$ cat src/rtl/data_mem_port.sv
// -----------------------------------------------------------------------------
// data_mem_port
// Load/store port between the CPU MEM stage and a word-organised data RAM.
//  - Stores: narrow data is replicated across word lanes and byte strobes are
//    generated from the size and low address bits.
//  - Loads: the addressed byte/halfword is extracted from the returned word
//    and sign- or zero-extended to 32 bits.
//  - Runs a request/grant/response handshake with variable-latency memory and
//    freezes the pipeline until the access completes. Misaligned halfword and
//    word accesses complete immediately with an address-error flag and never
//    reach memory.
//
// Ports
//  clk, rst        rising-edge clock, synchronous active-high reset
//  op_*            MEM-stage operation, held stable until done
//  stall           pipeline freeze request (combinational)
//  done            one-cycle completion pulse
//  rdata           extended load result, held until the next successful load
//  adel / ades     load / store address error, valid with done
//  mem_req/we/addr/wstrb/wdata   request side towards the RAM
//  mem_gnt         request accepted this cycle
//  mem_rvalid/rdata              read response from the RAM
// -----------------------------------------------------------------------------
module data_mem_port #(
  parameter int ADDR_W = 32
) (
  input  logic              clk,
  input  logic              rst,
  input  logic              op_valid,
  input  logic              op_we,
  input  logic [1:0]        op_size,
  input  logic              op_unsigned,
  input  logic [ADDR_W-1:0] op_addr,
  input  logic [31:0]       op_wdata,
  output logic              stall,
  output logic              done,
  output logic [31:0]       rdata,
  output logic              adel,
  output logic              ades,
  output logic              mem_req,
  output logic              mem_we,
  output logic [ADDR_W-1:0] mem_addr,
  output logic [3:0]        mem_wstrb,
  output logic [31:0]       mem_wdata,
  input  logic              mem_gnt,
  input  logic              mem_rvalid,
  input  logic [31:0]       mem_rdata
);

  typedef enum logic [1:0] {
    IDLE = 2'd0,
    REQ  = 2'd1,
    WAIT = 2'd2,
    DONE = 2'd3
  } state_e;

  state_e            state_q, state_d;
  logic              we_q, we_d;
  logic [1:0]        size_q, size_d;
  logic              uns_q, uns_d;
  logic [1:0]        off_q, off_d;
  logic [ADDR_W-1:0] addr_q, addr_d;
  logic [31:0]       wdata_q, wdata_d;
  logic [3:0]        wstrb_q, wstrb_d;
  logic [31:0]       rdata_q, rdata_d;
  logic              adel_q, adel_d;
  logic              ades_q, ades_d;

  logic              misaligned;
  logic [31:0]       pack_wdata;
  logic [3:0]        pack_wstrb;
  logic [7:0]        lane_b;
  logic [15:0]       lane_h;
  logic [31:0]       load_ext;

  // Store packing and alignment check on the incoming operation.
  // NOTE: every always_comb output gets a default before any branch, so no
  // path can leave it unassigned and infer a latch.
  always_comb begin : store_pack
    misaligned = 1'b0;
    pack_wdata = op_wdata;
    pack_wstrb = 4'b1111;
    case (op_size)
      2'b00: begin
        pack_wdata = {4{op_wdata[7:0]}};
        pack_wstrb = 4'b0001 << op_addr[1:0];
      end
      2'b01: begin
        misaligned = op_addr[0];
        pack_wdata = {2{op_wdata[15:0]}};
        pack_wstrb = op_addr[1] ? 4'b1100 : 4'b0011;
      end
      default: begin
        misaligned = |op_addr[1:0];
      end
    endcase
    // Loads never write any lane.
    if (!op_we) pack_wstrb = 4'b0000;
  end

  // Load extraction uses the size/offset latched at acceptance, since the
  // memory word arrives cycles later.
  always_comb begin : load_extract
    lane_b = mem_rdata[{off_q, 3'b000} +: 8];
    lane_h = off_q[1] ? mem_rdata[31:16] : mem_rdata[15:0];
    case (size_q)
      2'b00:   load_ext = {{24{lane_b[7] & ~uns_q}}, lane_b};
      2'b01:   load_ext = {{16{lane_h[15] & ~uns_q}}, lane_h};
      default: load_ext = mem_rdata;
    endcase
  end

  always_comb begin : next_state
    state_d = state_q;
    we_d    = we_q;
    size_d  = size_q;
    uns_d   = uns_q;
    off_d   = off_q;
    addr_d  = addr_q;
    wdata_d = wdata_q;
    wstrb_d = wstrb_q;
    rdata_d = rdata_q;
    adel_d  = adel_q;
    ades_d  = ades_q;
    case (state_q)
      IDLE: begin
        if (op_valid) begin
          if (misaligned) begin
            // Faulting ops skip memory entirely and finish next cycle.
            adel_d  = ~op_we;
            ades_d  = op_we;
            state_d = DONE;
          end else begin
            we_d    = op_we;
            size_d  = op_size;
            uns_d   = op_unsigned;
            off_d   = op_addr[1:0];
            addr_d  = {op_addr[ADDR_W-1:2], 2'b00};
            wdata_d = pack_wdata;
            wstrb_d = pack_wstrb;
            state_d = REQ;
          end
        end
      end
      REQ: begin
        if (mem_gnt) state_d = we_q ? DONE : WAIT;
      end
      WAIT: begin
        if (mem_rvalid) begin
          rdata_d = load_ext;
          state_d = DONE;
        end
      end
      DONE: begin
        adel_d  = 1'b0;
        ades_d  = 1'b0;
        state_d = IDLE;
      end
      default: state_d = IDLE;
    endcase
  end

  // NOTE: sequential state uses non-blocking assignments so every register
  // samples the pre-edge values, independent of statement order.
  always_ff @(posedge clk) begin
    if (rst) begin
      state_q <= IDLE;
      we_q    <= 1'b0;
      size_q  <= 2'b00;
      uns_q   <= 1'b0;
      off_q   <= 2'b00;
      addr_q  <= '0;
      wdata_q <= '0;
      wstrb_q <= '0;
      rdata_q <= '0;
      adel_q  <= 1'b0;
      ades_q  <= 1'b0;
    end else begin
      state_q <= state_d;
      we_q    <= we_d;
      size_q  <= size_d;
      uns_q   <= uns_d;
      off_q   <= off_d;
      addr_q  <= addr_d;
      wdata_q <= wdata_d;
      wstrb_q <= wstrb_d;
      rdata_q <= rdata_d;
      adel_q  <= adel_d;
      ades_q  <= ades_d;
    end
  end

  // Stall is combinational so the pipeline freezes in the acceptance cycle;
  // it drops in DONE to let the stage advance.
  assign stall     = op_valid & (state_q != DONE);
  assign done      = (state_q == DONE);
  assign mem_req   = (state_q == REQ);
  assign mem_we    = mem_req & we_q;
  assign mem_addr  = addr_q;
  assign mem_wstrb = wstrb_q;
  assign mem_wdata = wdata_q;
  assign rdata     = rdata_q;
  assign adel      = adel_q;
  assign ades      = ades_q;

endmodule

$ cat config.mk
export PLATFORM = sky130hd
export DESIGN_NAME = data_mem_port
export DESIGN_NICKNAME = d
export VERILOG_FILES = /design/src/rtl/data_mem_port.sv
export SDC_FILE = /design/constraint.sdc
export NUM_CORES = 1
export LEC_CHECK = 0
export BUFFER_PORTS_ARGS = -buffer_cell sky130_fd_sc_hd__buf_4
export CAP_MARGIN = 20
export CORE_ASPECT_RATIO = 0.6
export CORE_MARGIN = 8
export CORE_UTILIZATION = 35
export DETAILED_ROUTE_END_ITERATION = 8
export GPL_TIMING_DRIVEN = 0
export HOLD_SLACK_MARGIN = 0.12
export PLACE_DENSITY = 0.66
export SYNTH_ARGS = -nofsm -noshare
export SYNTH_HDL_FRONTEND = slang
export SYNTH_SLANG_ARGS = --single-unit
$ cat constraint.sdc
create_clock -name clk -period 2.2 [get_ports clk]
set_input_delay 0.33 -clock clk [delete_from_list [all_inputs] [get_ports clk]]
set_output_delay 0.33 -clock clk [all_outputs]
set_load 0.01 [all_outputs]
==> flow_results.org, run 1 <==
** Setup path
- Cell type group with the largest total delay on the critical path :: simple AND/OR/NAND/NOR gates
- The worst setup path is of the flip-flop to flip-flop kind.
- Crit. End Element :: flip-flop
- For this run, the slowest stage of the critical path takes 0.43 ns.
- Signal arrival time at the worst endpoint :: 2.18 ns
- Critical path required time :: about 2.4 ns
- The critical path contains buffers and inverters numbering 3 combined.
- The worst register-to-register path has a setup slack of 0.23 ns.
- In this run the critical register-to-register path is captured at mem_wdata[27]$_SDFFE_PP0P_.
- In this run the worst setup path terminates at mem_wdata[27]$_SDFFE_PP0P_.
- Levels on crit path :: 8
- Crit path top cell by count :: nand2_1
- Source of the critical timing path :: state_q[0]$_SDFFE_PP0P_
- The worst register-to-register path begins at state_q[0]$_SDFFE_PP0P_.
- Ordered list of cells on the worst path :: inv_1 > ha_1 > nand2_1 > or3_1 > buf_6 > buf_2 > nand2_1 > a21oi_1
- In this run the worst path has a maximum fanout of 10.
- Counting cells, the worst reg-to-reg path comes to 8.
- CP max stage cell :: or3_1
- The worst setup path is launched from a flip-flop.

** Power and ir drop
- In this run the static leakage power is 2.90 nW.
- VDD sags by at most 350 µV.
- Power per unit of standard cell area :: 854 nW/µm²

** Synthesis
- For this run, asynchronously set or reset flops after synthesis account for 0%.
- After synthesis, the netlist uses 42 different library cells.
- Summed over all instances, the cell type with the most area after synthesis is dfxtp_1.
- Number of synthesized flops with an enable pin :: 0
- Counting flops and latches in the post-synthesis netlist gives approximately 110.
- Synth warnings :: 0
- For this run, the leading register cell type out of synthesis is dfxtp_1.
- Syn_area_per_cell :: 7.90 µm²
- Of the post-synthesis cell area, the dominant cell type holds 44.6%.
- Ranked by total cell area, the synthesized netlist is headed by dfxtp_1, nand2_1, a21oi_1.
- Synthesis produced 614 cells.
- In this run the cell area of the synthesized design comes to approximately 4800 µm².
- Proportion of synthesized chip area in sequential cells :: between 40% and 50%

** Clocking
- Clock latency of the later-clocked register in the worst-skew pair :: 0.34 ns
- Number of clock sinks :: approximately 110
- Number of buffers inserted by post-CTS setup repair :: 0
- Inserted Clock Buffers :: 9
- After clock tree synthesis, the clock-pin slew on the worst setup and hold paths is 0.07 ns.
- TritonCTS built the clock tree.
- Counting along the longest clock path gives a buffer depth of 2.
- CTS HTree Levels :: 3
- Clock tree synthesis selected as its root buffer the cell clkbuf_16.
- CTS Hold Bufs :: 0

** Timing
- Worst-Margin Slew :: 0.664 ns
- Clock skew on the completed layout was measured at 0.00646 ns.
- # setup viols final :: 0
- Setup repair after global routing left no endpoint under its margin.
- The tightest hold path in the finished design has a slack of roughly 0.23 ns.
- Measured against its own limit, the worst slew margin works out to 55.5%.
- Crit share post-route :: 89.7%
- The worst path needs 1.97 ns of the cycle, external delays included.
- Final slew viol count :: 0
- The final count of hold timing violations came to 0.
- Sum of negative setup slack :: 0 ns
- FMAX :: approximately 0.5 GHz

** Drt
- The detail route stage leaves a number of antenna-violating nets equal to 0.
- Via total after detailed routing :: 5107
- First-pass detailed-route iteration total :: 5
- After detailed routing, the number of remaining DRC violations is 0.
- Number of vias per cell after detailed routing :: 5.04
- Final wirelength :: 17.9 mm
- The detailed router finished its first iteration with 349 violations.
- Dividing the detail-routed wire length by the instance count gives 17.7 µm.

** Placed design
- The wire-length estimate of the detail-placed layout is 14.3 mm.
- Port buffering added 208 buffers.
- Routability-driven placement finished with a final weighted congestion of 0.858.
- After detailed placement, the design holds a cell count of 998.

** Floorplan
- I/O pin count :: 211
- Total die area :: about 18000 µm²
- Die outline width :: 168 µm
- Area of the core :: roughly 14000 µm²
- From bottom edge to top edge, the die measures 107 µm.
- Total number of placement rows :: 33
- Effective utilization at floorplan :: between 30% and 40%

** GRT
- Entering global routing, the biggest net connects 18 pins.
- The number of antenna violations at the first check in global routing came to 0.
- The first global-routing pass estimated 28.2 mm of wire.
- The number of global-route vias before repair is 4962.
- Residual overflow from global routing :: 0
- GR Util All Layers :: ~20%

** Layout
- Area growth, synth to finish :: 42.7%
- In the final layout, the share of cells above drive strength 1 is 32.1%.
- Cells fill 50.9% of the core in the end.
- Commonest non-fill, non-tap cell in the layout :: buf_4
- Fill cells :: 1380
- Diodes inserted :: 0
- Top library cells by usage in the layout, fill and taps aside :: buf_4, nand2_1, dfxtp_1
- Net count of the finished layout :: 944
- Final standard cell count with taps included and fillers excluded :: 1014

** Flow run
- Number of max-cap violations :: 0

** Run status
- Outcome :: complete, no violations

** Worst hold path
- The min-delay analysis places its worst path in the category input pin to flip-flop.
[power by group]
part / switching, mW / internal, mW
clock network: 0.733 / 0.803
registers: 0.173 / 2.26
logic: 1.07 / 0.868
total: 1.98 / 3.93
[registers in the layout, summed over array words and instances (netlist names)]
name,flops
mem_addr,30
we_q,1
off_q,2
ades,1
rdata,32
mem_wstrb,4
state_q,2
uns_q,1
adel,1
size_q,2
mem_wdata,32
[kinds of logic after synthesis]
| logic type | Yosys count | synth area share (%) |
|---|---|---|
| adders and majority gates | 5 | 1.29 |
| other | 1 | 0.0773 |
| AOI/OAI and AO/OA | 192 | 23.2 |
| muxes | 18 | 3.97 |
| DFF | 108 | 44.6 |
| and+or+nand+nor | 235 | 21.4 |
| buffers and inverters | 55 | 5.42 |
[worst reg2reg max path, stage by stage (launching register included)]
cell,delay (ns)
dfxtp_1,0.33
inv_1,0.14
ha_1,0.25
nand2_1,0.18
or3_1,0.44
buf_6,0.16
buf_2,0.19
nand2_1,0.09
a21oi_1,0.06
[through the flow]
step | power [mW] | setup slack (ns) | cell area [µm²]
floorplan | 3.46 | 0.489 | 4850
global placement | 4.40 | 0.107 | 6630
detailed placement | 4.41 | 0.112 | 6630
CTS | 5.98 | 0.0873 | 6910
global route | 6.29 | 0.0354 | 6920
finish | 5.91 | 0.226 | 6920
[cell type report]
cell class	count	area, µm²	share of cell area (%)
repair buffers	208	1560	22.6
plain buffers	49	248	3.58
inverters	6	22.5	0.325
clock inverters	5	36.3	0.524
clock buffers	11	243	3.51
flip-flops and latches	108	2160	31.2
well taps	175	219	3.16
multi-input cells	452	2430	35.1
[metal layers]
| metal | routed length, µm | vias up | GRT usage (%) | part of all wire (%) |
|---|---|---|---|---|
| met5 | 0 | - | 0 | 0 |
| met4 | 89 | 0 | 3.23 | 0.50 |
| met3 | 1880 | 7 | 8.40 | 10 |
| met2 | 7140 | 195 | 27.0 | 40 |
| met1 | 8830 | 2365 | 28.0 | 49 |
| li1 | - | 2540 | - | - |
[cell usage after synthesis (2+ instances only)]
cell type,count
nand2_1,162
dfxtp_1,108
a21oi_1,83
o21ai_0,62
clkbuf_1,25
nor2_1,25
buf_2,18
mux2i_1,17
a211oi_1,16
and2_1,10
nor2b_1,9
a311oi_1,8
nand3_1,8
a31o_2,7
nand3b_1,7
a21oi_2,6
inv_1,6
ha_1,5
buf_4,3
buf_6,3
a221oi_1,2
nand2b_1,2
nor3_1,2
nor3_4,2
[how the worst min path moves through the flow]
stage / slack (ns) / startpoint / cells past startpoint / end
floorplan: 0.43 / we_q$_SDFFE_PP0P_ / 2 / we_q$_SDFFE_PP0P_
global placement: 0.44 / mem_wstrb[3]$_SDFFE_PP0P_ / 2 / mem_wstrb[3]$_SDFFE_PP0P_
detailed placement: 0.45 / mem_addr[11]$_SDFFE_PP0P_ / 2 / mem_addr[11]$_SDFFE_PP0P_
CTS: 0.22 / op_addr[17] / 3 / mem_addr[17]$_SDFFE_PP0P_
global route: 0.22 / op_addr[17] / 3 / mem_addr[17]$_SDFFE_PP0P_
finish: 0.23 / op_addr[17] / 3 / mem_addr[17]$_SDFFE_PP0P_
[repair_timing]
item / in CTS / in global routing
hold endpoints to repair: 0 / 0
endpoints found under the setup margin: 0 / 28
resized for setup: 0 / 4
Note: power is estimated with default switching activity, not from simulation.
==> inputs of run 2 (changes only) <==
--- a/config.mk
+++ b/config.mk
@@ -14,6 +14,7 @@
 export GPL_TIMING_DRIVEN = 0
 export HOLD_SLACK_MARGIN = 0.12
 export PLACE_DENSITY = 0.66
+export RECOVER_POWER = 50
 export SYNTH_ARGS = -nofsm -noshare
 export SYNTH_HDL_FRONTEND = slang
 export SYNTH_SLANG_ARGS = --single-unit
==> run 2 against run 1 <==
Against the previous run:
- final cell count stayed put
- routed wire length up 0.12%
- clock-buffer cell count unchanged
- non-clock buffer count unchanged
- clock skew fell by 0.0014 ns
- sequential share of layout area increased by 1.8 points
- register-to-register slack is essentially flat
- die area is the same
- critical path depth is the same
- critical endpoint unchanged
- largest power group unchanged
- highest routed layer unchanged
==> flow_results.org, run 2 (synthesis gave the netlist of run 1 again) <==
** Timing
- Relative slew slack :: 56.1%
- RSZ-0062 raised after global routing :: false
- For the final database, setup skew stands at about 0.0050 ns.
- Crit share post-route :: approximately 90%
- Sum of negative setup slack :: 0 ns
- The total count of max-transition violations in the final report was 0.
- FMAX :: 0.506 GHz
- The final count of hold timing violations was 0.
- Hold is met by approximately 0.23 ns.
- # setup viols final :: 0
- Worst-Margin Slew :: 0.655 ns
- Post-route minimum period :: 1.98 ns

** Drt
- The first TritonRoute pass finished after 5 iterations.
- In this run, the number of DRC markers left after iteration 0 of detailed routing was 337.
- Antenna Nets Post-Route :: 0
- Using the TritonRoute via totals, the vias-per-cell ratio works out to 5.03.
- Count of unresolved DRC violations after routing :: 0
- The final route contains 5099 vias.
- In the final routed layout, each cell accounts on average for 17.7 µm.
- Summed over all layers, the routed wires come to 18.0 mm.

** Clocking
- Buffers inserted during clock tree synthesis total 9.
- CTS HTree Levels :: 3
- CTS saw between 100 and 150 sinks.
- TritonCTS built the clock tree.
- Maximum buffer depth of the clock tree :: 2
- Clock-pin slew was measured on the worst setup and hold paths at approximately 0.07 ns.
- The later pin in the worst-skew pair is clocked with a latency of between 0.3 and 0.4 ns.
- Clock tree synthesis selected as its root buffer the cell clkbuf_16.

** Power and ir drop
- In this run the static leakage power is ~2.5 nW.
- Power spread over the standard cell area amounts to 869 nW/µm².
- Worst vdd ir :: 346 µV

** GRT
- Residual overflow from global routing :: 0
- Met3 Resource Use GR :: 8.40%
- Initial antenna violation count :: 0
- Entering global routing, the biggest net connects 18 pins.
- Wire length of the first global-routing pass :: 28.2 mm
- The number of global-route vias before repair is around 5.0k.
- GR Util All Layers :: 19.6%
- Global-route track usage on met2 :: 27.0%
- After global routing, the most crowded layer is met1.
- Met1 layer usage reported by global route :: 28.0%

** Setup path
- Type of the setup path with the least slack :: flip-flop to flip-flop
- Worst setup SP type :: flip-flop
- Signal arrival time at the worst endpoint :: between 2 and 2.5 ns
- In this run the worst path has a maximum fanout of 10.
- Data on the critical path is required at its endpoint by around 2.4 ns.
- Crit. End Element :: flip-flop
- Internal reg-to-reg setup slack :: 0.22 ns

** Floorplan
- The die covers ~18000 µm².
- The initial utilization of the core area, before any placement, comes to ~36%.
- The floorplan has 33 rows.
- Die outline width :: 168 µm
- For this design the top-level I/O count stands at 211.
- The region available for standard cell placement spans 13600 µm².
- The die is ~110 µm tall.

** Worst hold path
- Worst hold-check path type :: input pin to flip-flop

** Run status
- The run finished with clean final reports.

** Layout
- 0 antenna diodes ended up in the layout.
- Once layout is complete, the utilization of the core stands at 48.1%.
- The library cell used most frequently in the layout, excluding fill and tap cells, is nand2_1.
- Of the cells placed in the final design, the portion with a size suffix greater than 1 is 19.8%.
- Net count of the finished layout :: 944
- Relative to the synthesized area, the layout overhead comes to 34.7%.
- Top library cells by usage in the layout, fill and taps aside :: nand2_1, clkbuf_1, dfxtp_1

** Placed design
- Port Buffers :: 208
- Total half-perimeter wirelength after legalization and detailed placement :: 14.3 mm
- Routability congestion estimate :: 0.858

** Flow run
- Number of max-cap violations :: 0
run 2: where the power goes:
part | internal [mW] | switching, mW | total (mW) | leakage [nW]
registers | 2.26 | 0.167 | 2.43 | 0.880
clock network | 0.803 | 0.734 | 1.54 | 0.128
logic | 0.642 | 1.07 | 1.71 | 1.46
run 2: routing by layer:
metal	vias to the layer above	wire length [µm]
li1	2543	-
met1	2361	8900
met2	188	7140
met3	7	1830
met4	0	89
met5	-	0
run 2: final timing paths:
kind / from / endpoint / cells after the start
min reg2reg: mem_addr[27]$_SDFFE_PP0P_ / mem_addr[27]$_SDFFE_PP0P_ / 2
max reg2reg: state_q[0]$_SDFFE_PP0P_ / mem_wdata[27]$_SDFFE_PP0P_ / 8
max: state_q[0]$_SDFFE_PP0P_ / mem_wdata[27]$_SDFFE_PP0P_ / 8
min: op_addr[17] / mem_addr[17]$_SDFFE_PP0P_ / 3
run 2: final cells by class:
class | count | area [µm²]
flip-flops and latches | 108 | 2160
plain buffers | 49 | 248
well taps | 175 | 219
clock inverters | 5 | 36.3
multi-input cells | 452 | 2430
fillers | 1444 | 7050
inverters | 6 | 22.5
clock buffers | 11 | 243
repair buffers | 208 | 1170
run 2: through the flow:
stage | cells | total power [mW] | setup slack (ns) | instance area (µm²)
floorplan | 615 | 3.46 | 0.489 | 4850
global placement | 998 | 4.40 | 0.107 | 6630
detailed placement | 998 | 4.41 | 0.112 | 6630
CTS | 1014 | 5.98 | 0.0873 | 6910
global route | 1014 | 6.05 | 0.0354 | 6530
finish | 1014 | 5.68 | 0.225 | 6530
run 2: worst max-delay path, cell delays in order, from the launching register on:
cell	delay, ns
dfxtp_1	0.33
inv_1	0.14
ha_1	0.25
nand2_1	0.18
or3_1	0.43
buf_6	0.17
buf_2	0.19
nand2_1	0.09
a21oi_1	0.06
run 2: what timing repair did:
action                                  CTS  global route
buffers inserted                          0             0
endpoints found under the setup margin    0            28
resized for setup                         0             4
hold buffers                              0             0
